--- src/rtl/uart_tx_pkg.sv ---
// Shared constants and state type for the UART transmit frame sequencer.
package uart_tx_pkg;
  localparam int         FRAME_BITS   = 10;
  localparam logic [3:0] LAST_BIT_IDX = 4'd9;
  localparam logic       START_BIT    = 1'b0;
  localparam logic       STOP_BIT     = 1'b1;

  typedef enum logic {IDLE, SEND} state_t;
endpackage

--- src/rtl/uart_bit_timer.sv ---
// Loadable bit-period down-counter. A load takes max(period, MIN_PERIOD) - 1,
// and expire is high while the count sits at zero.
module uart_bit_timer #(
  parameter int WIDTH      = 8,
  parameter int MIN_PERIOD = 2
) (
  input  logic             CLOCK,
  input  logic             RESET_N,
  input  logic             load,
  input  logic             en,
  input  logic [WIDTH-1:0] period,
  output logic             expire
);
  localparam logic [WIDTH-1:0] MIN_P = WIDTH'(MIN_PERIOD);
  localparam logic [WIDTH-1:0] ONE   = WIDTH'(1);

  logic [WIDTH-1:0] cnt;
  logic [WIDTH-1:0] eff_period;

  assign eff_period = (period < MIN_P) ? MIN_P : period;
  assign expire     = (cnt == '0);

  always_ff @(posedge CLOCK or negedge RESET_N) begin
    if (!RESET_N)               cnt <= '0;
    else if (load)              cnt <= eff_period - ONE;
    else if (en && cnt != '0)   cnt <= cnt - ONE;
  end
endmodule

--- src/rtl/uart_tx_frame_sequencer.sv ---
// UART transmit sequencer: frames bytes (start, 8 data LSB first, stop), walks
// the baud-period ROM one bit ahead so bits run back to back.
// Optional UART_TX_FRAME_CNT_EN adds a 16-bit completed-frame counter.
module uart_tx_frame_sequencer
  import uart_tx_pkg::*;
#(
  parameter int WIDTH      = 8,
  parameter int MIN_PERIOD = 2
) (
  input  logic             CLOCK,
  input  logic             RESET_N,
  input  logic [7:0]       tx_data,
  input  logic             tx_valid,
  output logic             tx_ready,
  output logic [3:0]       rom_addr,
  input  logic [WIDTH-1:0] rom_data,
  output logic             tx_out,
  output logic             busy,
  output logic             frame_done
`ifdef UART_TX_FRAME_CNT_EN
  ,output logic [15:0]     frame_cnt
`endif
);
  state_t     state, state_nxt;
  logic [8:0] shift;   // remaining bits after the one on the line: data then stop
  logic [3:0] bit_idx;
  logic       accept, expire, advance, last_done, load;

  assign tx_ready  = (state == IDLE);
  assign busy      = (state != IDLE);
  assign accept    = tx_valid && tx_ready;
  assign advance   = (state == SEND) && expire && (bit_idx != LAST_BIT_IDX);
  assign last_done = (state == SEND) && expire && (bit_idx == LAST_BIT_IDX);
  assign load      = accept || advance;

  // Prefetch the next bit's period; P0 is pre-addressed during the stop bit
  // and in IDLE so a new frame can start without waiting on the ROM.
  assign rom_addr = (state == SEND && bit_idx != LAST_BIT_IDX) ? bit_idx + 4'd1 : 4'd0;

  uart_bit_timer #(.WIDTH(WIDTH), .MIN_PERIOD(MIN_PERIOD)) u_timer (
    .CLOCK   (CLOCK),
    .RESET_N (RESET_N),
    .load    (load),
    .en      (state == SEND),
    .period  (rom_data),
    .expire  (expire)
  );

  always_ff @(posedge CLOCK or negedge RESET_N) begin
    if (!RESET_N) state <= IDLE;
    else          state <= state_nxt;
  end

  always_comb begin
    state_nxt = state;
    case (state)
      IDLE:    if (accept)    state_nxt = SEND;
      SEND:    if (last_done) state_nxt = IDLE;
      default: state_nxt = IDLE;
    endcase
  end

  always_ff @(posedge CLOCK or negedge RESET_N) begin
    if (!RESET_N) begin
      shift      <= '0;
      bit_idx    <= '0;
      tx_out     <= 1'b1;
      frame_done <= 1'b0;
    end else begin
      frame_done <= last_done;
      if (accept) begin
        shift   <= {STOP_BIT, tx_data};
        bit_idx <= '0;
        tx_out  <= START_BIT;
      end else if (advance) begin
        shift   <= shift >> 1;
        bit_idx <= bit_idx + 4'd1;
        tx_out  <= shift[0];
      end else if (last_done) begin
        tx_out  <= 1'b1;
      end
    end
  end

`ifdef UART_TX_FRAME_CNT_EN
  always_ff @(posedge CLOCK or negedge RESET_N) begin
    if (!RESET_N)       frame_cnt <= '0;
    else if (last_done) frame_cnt <= frame_cnt + 16'd1;
  end
`endif
endmodule
--- config.mk ---
export PLATFORM = sky130hd
export DESIGN_NAME = uart_tx_frame_sequencer
export DESIGN_NICKNAME = d
export VERILOG_FILES = /design/src/rtl/uart_tx_pkg.sv /design/src/rtl/uart_bit_timer.sv /design/src/rtl/uart_tx_frame_sequencer.sv
export SDC_FILE = /design/constraint.sdc
export NUM_CORES = 1
export LEC_CHECK = 0
export BUFFER_PORTS_ARGS = -buffer_cell sky130_fd_sc_hd__buf_2
export CORE_AREA = 4 4 59 61
export CTS_BUF_LIST = sky130_fd_sc_hd__clkbuf_8
export DETAILED_ROUTE_END_ITERATION = 10
export DIE_AREA = 0 0 63 65
export GPL_ROUTABILITY_DRIVEN = 0
export PLACE_DENSITY = 0.81
export SLEW_MARGIN = 0
export SYNTH_ARGS = -nofsm -noshare
export SYNTH_HDL_FRONTEND = slang
export SYNTH_HIERARCHICAL = 1
export SYNTH_SLANG_ARGS = --single-unit
--- constraint.sdc ---
create_clock -name CLOCK -period 3.7 [get_ports CLOCK]
set_clock_uncertainty 0.15 [all_clocks]
set_input_delay 0.185 -clock CLOCK [delete_from_list [all_inputs] [get_ports CLOCK]]
set_output_delay 0.185 -clock CLOCK [all_outputs]
set_load 0.01 [all_outputs]
==> results.py <==
metrics = {
    "status": {
        "status": "finished clean",
    },
    "worst_setup_path": {
        "crit_slowest_cell": "or4_1",
        "end_kind": "flop",
        "rr_worst_depth": 11,
        "timing.rr.end": "u_timer/cnt[7]",
        "crit_arrival_ns": 3.35,
        "cp_top_family": "simple AND/OR/NAND/NOR gates",
        "reg2reg_slack_ns": 0.35,
        "critPathRequiredTime_ns": 3.70,
        "critPathLaunch": "u_timer/cnt[4]",
        "slowest_delay_ns": 0.57,
        "worstSetupPathType": "reg2reg",
        "cp_num_cells": 11,
        "r2r-start": "u_timer/cnt[4]",
        "crit_fanout": 15,
        "critPathLaunchType": "flop",
        "worstPathCellList": "or4_1, nor2_1, and2_1, a21oi_4, inv_1, buf_4, nor4b_1, o31ai_2, a21oi_1, nand3_1, a31o_2",
        "crit_path_end": "u_timer/cnt[7]",
        "worstPathBufferInverterCount": 2,
    },
    "synthesis": {
        "synthArstFlopShare_pct": 100,
        "yosys_warnings": 6,
        "avgSynthCellArea_um2": 9.40,
        "synth_top_family_by_area": "simple AND/OR/NAND/NOR gates",
        "synthFlopType": "dfrtp_1",
        "syn_area_um2": 1450,
        "synth_fa_ha_area_share_pct": 2.59,
        "synth_xor_area_share_pct": 6.66,
        "synth_seq_cells": 24,
        "postSynthCellCount": 154,
        "synth_top_area_share_pct": 39.8,
        "yosys.cell_types.count": 42,
        "synth_compound_area_share_pct": 18.9,
        "synth_simple_gate_area_share_pct": 23.4,
        "synthMuxAreaShare_pct": 3.54,
        "ys_seq_area_share_pct": 41.6,
        "syn_nets": 176,
        "yosysTopAreaCell": "dfrtp_1",
        "synth-edff-count": 0,
        "synth_area_leaders": "dfrtp_1 40%, a221o_1 5.5%, nor2_1 4.7%, xnor2_1 3.6%, a21oi_1 3.5%",
    },
    "die": {
        "die_h_um": 65,
        "initial_core_util_pct": 48.6,
        "die-area_um2": 4100,
        "core_area_um2": 2980,
        "rows": 20,
        "die_w_um": 63,
        "top_level_ports": 27,
    },
    "layout": {
        "final_util_pct": 56.5,
        "area_delta_synth_final_pct": 16.2,
        "nFillCells": 261,
        "drive_gt1_share_pct": 22.3,
        "nets": 207,
        "diodes": 0,
    },
    "global_routing": {
        "grt.overflow.total": 0,
        "track_usage_pct": 15.7,
        "grt_first_pass_wirelength_um": 5350,
        "antenna_found_initial": 0,
        "grt_pass1_vias": 1243,
        "grt_start_max_net_pins": 25,
    },
    "cts": {
        "post-cts-setup-buffers": 0,
        "root_buffer": "clkbuf_8",
        "cts_resized": 0,
        "clock_latency_ns": 0.26,
        "clock-sinks": 24,
        "numCtsBuffers": 3,
        "cts.clk_slew.worst_paths_ns": 0.08,
        "cts_tree": "done",
        "postCtsHoldBufs": 1,
        "cts_htree_levels": 1,
        "ctsLongestPathBuffers": 2,
    },
    "detailed_routing": {
        "wl_per_cell_um": 14.2,
        "avgViaCountPerCell": 5.76,
        "dr.pass1.iters": 4,
        "vias": 1251,
        "drtAntennaViolNets": 0,
        "wirelength_um": 3080,
        "drt_iter0_markers": 81,
        "drc_errors": 0,
    },
    "sta": {
        "finalMaxSlewViolations": 0,
        "rsz0062_at_grt": "false",
        "worst_pin_slew_ns": 0.530,
        "post-route-min-period_ns": 3.35,
        "slew_headroom_pct": 64.6,
        "worst_slack_ns": 0.350,
        "max_freq_mhz": 298,
        "fin_tns_setup_ns": 0,
        "finalSetupViolCount": 0,
        "finalCritPeriodShare_pct": 90.5,
        "hold_viol": 0,
        "hold_ws_ns": 0.0341,
    },
    "placed_design": {
        "io_buffers": 26,
        "dp_worst_setup_slack_ns": 0.382,
        "hpwl_um": 2380,
    },
    "pwr": {
        "p_per_area_nw_per_um2": 571,
        "cellLeakagePower_nw": 0.751,
        "vdd_ir_drop_max_uv": 314,
    },
    "worst_hold_path": {
        "hold_path.class": "in2reg",
    },
    "job": {
        "maxCapViolCount": 0,
    },
}
placed cells by master, fill, tap and decap left out, types with 2 or more instances in the layout:
| cell type | Yosys | layout |
|---|---|---|
| xnor2_1 | 6 | 6 |
| nand3_1 | 3 | 3 |
| a221o_1 | 8 | 8 |
| and2_1 | 8 | 8 |
| or4_1 | 5 | 5 |
| ha_1 | 3 | 3 |
| buf_2 | 2 | 26 |
| nor2_1 | 18 | 18 |
| nor3b_1 | 2 | 2 |
| nor3_1 | 4 | 4 |
| buf_4 | 0 | 3 |
| a31oi_1 | 3 | 3 |
| o21ai_0 | 5 | 5 |
| nor2b_1 | 2 | 2 |
| nand2_1 | 11 | 11 |
| o21ai_1 | 3 | 3 |
| inv_1 | 6 | 6 |
| mux2i_1 | 4 | 4 |
| nor4b_1 | 2 | 2 |
| clkbuf_8 | 0 | 4 |
| a21oi_1 | 10 | 10 |
| dfrtp_1 | 23 | 23 |
| xor2_1 | 5 | 5 |
sequential cells by signal, summed over array words and instances, names as in the netlist:
signal	flops
bit_idx	4
shift	9
tx_out	1
u_timer/cnt	8
busy	1
frame_done	1
per-layer routing:
layer  up-vias  part of all wire, %  global-route usage, %
met2        43                   47                   27.4
li1        619                    -                      -
met4         0                 0.29                   3.31
met1       587                   45                   20.0
met5         -                    0                      0
met3         2                  6.9                   3.47
worst min-delay path, stage by stage:
cell and delay (ns):
buf_2 0.08, nor2_1 0.03, a21oi_1 0.10
stage by stage:
| stage | instances | instance area (um^2) | total power (W) |
|---|---|---|---|
| 2_1_floorplan | 154 | 1450 | 0.000686 |
| 3_3_place_gp | 212 | 1620 | 0.000775 |
| 3_5_place_dp | 212 | 1620 | 0.000792 |
| 4_1_cts | 217 | 1680 | 0.000967 |
| 5_1_grt | 217 | 1680 | 0.00104 |
| 6_report | 217 | 1680 | 0.000960 |
synth_stat cells, drive strengths merged, types with 3 or more instances:
master	count
dfrtp	23
o21ai	8
inv	6
a31oi	3
a221o	8
nor3	4
buf	3
xnor2	6
or4	5
nand2	11
mux2i	4
a21oi	11
xor2	5
nand3	3
nor2	19
ha	3
and2	8
power by group:
group	leakage, nW	internal [W]	switching (W)
registers	0.291	0.000368	0.0000964
clock network	0.0288	0.0000947	0.0000757
logic	0.431	0.000166	0.000159
total	0.751	0.000629	0.000331
worst min path at each step:
stage | from | to | slack [ns] | cells past startpoint
detailed placement | RESET_N | shift[5] | 0.05 | 1
floorplan | RESET_N | bit_idx[0] | -0.26 | 0
CTS | tx_data[0] | shift[0] | 0.03 | 3
finish | tx_data[6] | shift[6] | 0.03 | 3
global placement | RESET_N | shift[4] | 0.03 | 1
global route | tx_data[0] | shift[0] | 0.04 | 3
layout make-up:
| type | count | area (um^2) | share of cell area (%) |
|---|---|---|---|
| flip-flops and latches | 24 | 602 | 35.8 |
| clock buffers | 4 | 55.1 | 3.27 |
| multi-input cells | 120 | 798 | 47.5 |
| repair buffers | 30 | 163 | 9.67 |
| inverters | 6 | 22.5 | 1.34 |
| well taps | 33 | 41.3 | 2.46 |
cells by family (layout without fill, tap and decap cells):
group	after synthesis	count (layout)
adder cells (fa/ha/maj)	3	3
XOR/XNOR	11	11
buffers and inverters	10	40
multiplexers	5	5
AO/OA/AOI/OAI	38	38
flip-flops	24	24
AND/OR/NAND/NOR	63	63
Power figures use the tool's default switching activity.
